### src/rtl/riscv_decode.sv
// ============================================================================
// riscv_decode : RV32I OP/OP-IMM decode stage, registered output + skid buffer
// Rev 1.0
// ============================================================================
`default_nettype none

module riscv_decode #(
   parameter int XLEN  = 32,
   parameter int CNT_W = 8
) (
   input  logic             clk,
   input  logic             rst,
   input  logic             flush,
   input  logic             instr_valid,
   input  logic [XLEN-1:0]  instr,
   output logic             instr_ready,
   input  logic             alu_ready,
   output logic             opcodeValid,
   output logic [6:0]       opcode,
   output logic [2:0]       f3,
   output logic [11:0]      imm,
   output logic [4:0]       rs1_addr,
   output logic [4:0]       rs2_addr,
   output logic [4:0]       rd_addr,
   output logic             illegal,
   output logic [CNT_W-1:0] illegal_cnt
);

   localparam int              FW         = 37;
   localparam logic [6:0]      OPC_OP_IMM = 7'b0010011;
   localparam logic [6:0]      OPC_OP     = 7'b0110011;
   localparam logic [6:0]      F7_ZERO    = 7'b0000000;
   localparam logic [6:0]      F7_ALT     = 7'b0100000;
   localparam logic [CNT_W-1:0] CNT_ONE   = 1;
   localparam logic [CNT_W-1:0] CNT_MAX   = {CNT_W{1'b1}};

   logic [6:0]    dec_op;
   logic [2:0]    dec_f3;
   logic [6:0]    dec_f7;
   logic [11:0]   dec_imm;
   logic [4:0]    dec_rs2;
   logic          dec_legal;
   logic [FW-1:0] dec_fields;
   logic [FW-1:0] out_q;
   logic [FW-1:0] skid_q;
   logic          skid_valid;
   logic          accept;
   logic          drain;

   assign dec_op = instr[6:0];
   assign dec_f3 = instr[14:12];
   assign dec_f7 = instr[31:25];

   always_comb begin
      dec_legal = 1'b0;
      dec_imm   = instr[31:20];
      dec_rs2   = 5'd0;
      case (dec_op)
         OPC_OP_IMM: begin
            case (dec_f3)
               3'b001:  dec_legal = (dec_f7 == F7_ZERO);
               3'b101:  dec_legal = (dec_f7 == F7_ZERO) || (dec_f7 == F7_ALT);
               default: dec_legal = 1'b1;
            endcase
         end
         OPC_OP: begin
            dec_imm   = {dec_f7, 5'b00000};
            dec_rs2   = instr[24:20];
            dec_legal = (dec_f7 == F7_ZERO) ||
                        ((dec_f7 == F7_ALT) && ((dec_f3 == 3'b000) || (dec_f3 == 3'b101)));
         end
         default: dec_legal = 1'b0;
      endcase
   end

   assign dec_fields  = {dec_op, dec_f3, dec_imm, instr[19:15], dec_rs2, instr[11:7]};
   assign instr_ready = ~rst & ~flush & ~skid_valid;
   assign accept      = instr_valid & instr_ready;
   assign drain       = opcodeValid & alu_ready;

   assign {opcode, f3, imm, rs1_addr, rs2_addr, rd_addr} = out_q;

   always_ff @(posedge clk) begin
      if (rst) begin
         opcodeValid <= 1'b0;
         out_q       <= '0;
         skid_valid  <= 1'b0;
         skid_q      <= '0;
         illegal     <= 1'b0;
         illegal_cnt <= '0;
      end else if (flush) begin
         opcodeValid <= 1'b0;
         skid_valid  <= 1'b0;
         illegal     <= 1'b0;
      end else begin
         illegal <= accept & ~dec_legal;
         if (accept && !dec_legal && illegal_cnt != CNT_MAX)
            illegal_cnt <= illegal_cnt + CNT_ONE;

         // A full skid blocks acceptance, so only a drain can move it forward.
         if (skid_valid) begin
            if (drain) begin
               out_q      <= skid_q;
               skid_valid <= 1'b0;
            end
         end else if (accept && dec_legal) begin
            if (!opcodeValid || drain) begin
               out_q       <= dec_fields;
               opcodeValid <= 1'b1;
            end else begin
               skid_q     <= dec_fields;
               skid_valid <= 1'b1;
            end
         end else if (drain) begin
            opcodeValid <= 1'b0;
         end
      end
   end

endmodule

`default_nettype wire

### config.mk
export PLATFORM = sky130hd
export DESIGN_NAME = riscv_decode
export DESIGN_NICKNAME = d
export VERILOG_FILES = /design/src/rtl/riscv_decode.sv
export SDC_FILE = /design/constraint.sdc
export NUM_CORES = 1
export LEC_CHECK = 0
export BUFFER_PORTS_ARGS = -buffer_cell sky130_fd_sc_hd__buf_2
export CELL_PAD_IN_SITES_DETAIL_PLACEMENT = 2
export CELL_PAD_IN_SITES_GLOBAL_PLACEMENT = 2
export CORE_MARGIN = 2
export CORE_UTILIZATION = 37
export CTS_BUF_LIST = sky130_fd_sc_hd__clkbuf_4 sky130_fd_sc_hd__clkbuf_8
export CTS_CLUSTER_SIZE = 24
export DETAILED_ROUTE_END_ITERATION = 8
export HOLD_SLACK_MARGIN = 0.02
export PLACE_DENSITY = 0.89
export SLEW_MARGIN = 20
export SYNTH_ARGS = -nofsm -noshare
export SYNTH_HDL_FRONTEND = slang
export SYNTH_SLANG_ARGS = --single-unit
### constraint.sdc
create_clock -name clk -period 5.3 [get_ports clk]
set_input_delay 0.53 -clock clk [delete_from_list [all_inputs] [get_ports clk]]
set_output_delay 0.53 -clock clk [all_outputs]
set_load 0.1 [all_outputs]
==> out/qor.txt <==
Outcome - finished, final reports clean
Sequential fraction of the synthesis area - 43.6%
Setup Total Neg Slack - 0 ps
Post-synthesis simple-gate area fraction - 18.8%
Final setup viols - 0
Max-slew headroom - 32.6%
Synth Instances - 406
Post-Syn Nets - 444
# hold bufs at CTS - 0
Crit path to - skid_valid$_SDFF_PP0_
Pwr Total - 1.20 mW
Crit path from - instr[2]
Setup Skew - 10.8 ps
CP delay by family, top - compound AO/OA/AOI/OAI gates
Peak supply drop - 0.0900 mV
Tot GR Track Use - 23.9%
Slowest CP cell - a211oi_2
Worst R2R Start - skid_valid$_SDFF_PP0_
Area of the multi-input gates - 1940 um2
PortBufs - 84
Fmax - 0.351 GHz
Crit. End Element - flop
H-tree depth - 3
Initial DRT Pass Iterations - 4
Proportion of netlist area held by the largest area contributor - 43.6%
Layout net count - 512
Critical path class - in2reg
XOR/XNOR Fraction of Synth Area - 0%
Standard-cell rows - 37
Min-delay src - instr[11]
Number of global-route vias before repair - 3832
R2R setup slack - 2760 ps
Global-route wire length before repair - 21.1 mm
Final Hold Viols - 0
R2R cell count - 6
Yosys warns - 0
PostCTS Resize Cnt - 0
Clk pin slew, worst setup/hold paths - 70 ps
Area delta synth->final - 15.8%
Pins Over Slew Limit - 0
Main combinational cell family by area after synthesis - compound AO/OA/AOI/OAI gates
Leading area contributor after synthesis - dfxtp_1
Crit path arrival time - 3080 ps
Reg-to-Reg End - skid_q[25]$_SDFFE_PP0P_
Critical path peak fanout - 13
Initial antenna violation count - 0
Most common cell after layout, fill and taps aside - dfxtp_1
WP data required - 5530 ps
TritonCTS clock tree - built
Fillers - 1154
1st-iter DRT viols - 108
Num CTS Buffers - 9
Largest cells by area after synthesis - dfxtp_1 (44%), a211oi_2 (9.9%), mux2i_1 (6.9%)
Clk buf depth - 2
Avg Inst Size Synth - 9.61 um2
GRT overflow - 0
Worst path max stage delay - 810 ps
Gpl congestion - 0.830
Final HPWL DP - 8.32 mm
Via density - 5.68
Total of max-cap violations - 0
Die width - 107 um
Via count - 3482
Fraction of the mapped netlist area in adder cells - 0.321%
Share of post-route cells with drive strength above 1 - 31.0%
CORE AREA - 10300 um2
Mapped Area - 3900 um2
CP Depth - 6
Post-CTS Setup Bufs - 0
Leak - 1.60 nW
DIE HEIGHT - 107 um
Mux cell area share after synthesis - 7.28%
Worst Tran Pin Value - 1010 ps
Die footprint - 11400 um2
Crit path buf inv count - 1
DRC viols - 0
Crit share post-route - 53.8%
Yosys reg bits - 85
Sequential cell area - 1700 um2
Antenna Violating Nets Remaining - 0
Power Density - 266 nW/um2
Wire per inst - 21.2 um
Post-synthesis compound-gate area fraction - 22.9%
Final min period - 2850 ps
Root buf cell - clkbuf_8
Largest net degree at the start of global routing - 81
Final wirelength - 13.0 mm
Worst skew pair latency - 370 ps
Starting density of the core - 37.9%
I/O pin cnt - 85
HP Class - in2reg
Type of origin of the critical path - input pin
Ant. Diodes - 0
Cell Chain, Critical Path - buf_2 -> nor4b_1 -> nand3_1 -> a211oi_2 -> a31oi_1 -> a2111oi_2
RSZ-0062 raised after global routing - false
Netlist cell types - 44
Most frequent cells in the layout - dfxtp_1 (84), buf_2 (83), nand2_1 (57), nor3_1 (40), a21oi_1 (36)
CTS sink cnt - 85
==> per-layer routing <==
| metal | up-vias | track usage [%] | wire (um) |
|---|---|---|---|
| li1 | 1620 | - | - |
| met1 | 1764 | 28.9 | 5430 |
| met2 | 74 | 42.6 | 6840 |
| met3 | 24 | 3.53 | 394 |
| met4 | 0 | 9.65 | 329 |
| met5 | - | 0 | 0 |
==> tightest hold or removal path: stages <==
cell and delay (ps):
buf_2 110, nand2_1 50, a21oi_1 50
==> Yosys cell counts, drive strengths merged <==
cell type and number:
a2111o 1, a2111oi 3, a211o 1, a211oi 38, a21oi 36, a22oi 11, a2bb2oi 1, a311oi 1
a31oi 2, and3 4, and4b 1, buf 16, clkbuf 18, dfxtp 85, ha 1, inv 4
mux2i 28, nand2 57, nand2b 4, nand3 15, nand3b 1, nand4 1, nor2 9, nor2b 8
nor3 40, nor4b 2, o21ai 2, o311ai 2, o31ai 5, o32a 1, or2 2, or2b 1
or3 1, or4 4
==> state kept, by name (all words and copies together), names as in the netlist <==
name         flops
illegal          1
illegal_cnt      8
opcodeValid      1
out_q           37
skid_q          37
skid_valid       1
==> per-stage QoR <==
| stage | instance area [um2] | setup WS [ps] | std cells | util, % | hold WS (ps) |
|---|---|---|---|---|---|
| after floorplan | 3900 | 1700 | 406 | - | 432 |
| after global placement | 4290 | 2190 | 598 | 41.8 | 437 |
| after detailed placement | 4290 | 1920 | 598 | 41.8 | 454 |
| after CTS | 4490 | 2340 | 612 | 43.7 | 410 |
| after global routing | 4510 | 2410 | 613 | 43.9 | 423 |
| final | 4510 | 2450 | 613 | 43.9 | 420 |
==> cells by family (layout without fill, tap and decap cells) <==
| group | count (synthesis) | count (layout) |
|---|---|---|
| multiplexers | 28 | 28 |
| AO/OA/AOI/OAI | 104 | 104 |
| buffers and inverters | 38 | 109 |
| AND/OR/NAND/NOR | 150 | 150 |
| flip-flops | 85 | 85 |
| adder cells (fa/ha/maj) | 1 | 1 |
==> final cells by class <==
cell class,instances,area share [%]
Multi-Input combinational cell,283,42.9
Timing Repair Buffer,91,10.8
Tap cell,136,3.77
Clock inverter,1,0.665
Clock buffer,13,3.82
Inverter,4,0.333
Sequential cell,85,37.7
==> how the worst min path moves through the flow <==
stage,endpoint,slack [ps],cells past startpoint
2_1_floorplan,skid_q[0]$_SDFFE_PP0P_,430,2
3_3_place_gp,skid_q[26]$_SDFFE_PP0P_,440,2
3_5_place_dp,skid_q[27]$_SDFFE_PP0P_,450,2
4_1_cts,skid_q[4]$_SDFFE_PP0P_,410,3
5_1_grt,skid_q[4]$_SDFFE_PP0P_,420,3
6_report,skid_q[4]$_SDFFE_PP0P_,420,3
==> power breakdown <==
| group | internal (mW) | leakage [nW] | switching (mW) |
|---|---|---|---|
| Sequential | 0.639 | 0.685 | 0.000748 |
| Combinational | 0.0224 | 0.811 | 0.0555 |
| Clock | 0.257 | 0.105 | 0.225 |
No activity file was read; power rests on OpenSTA's default activity.
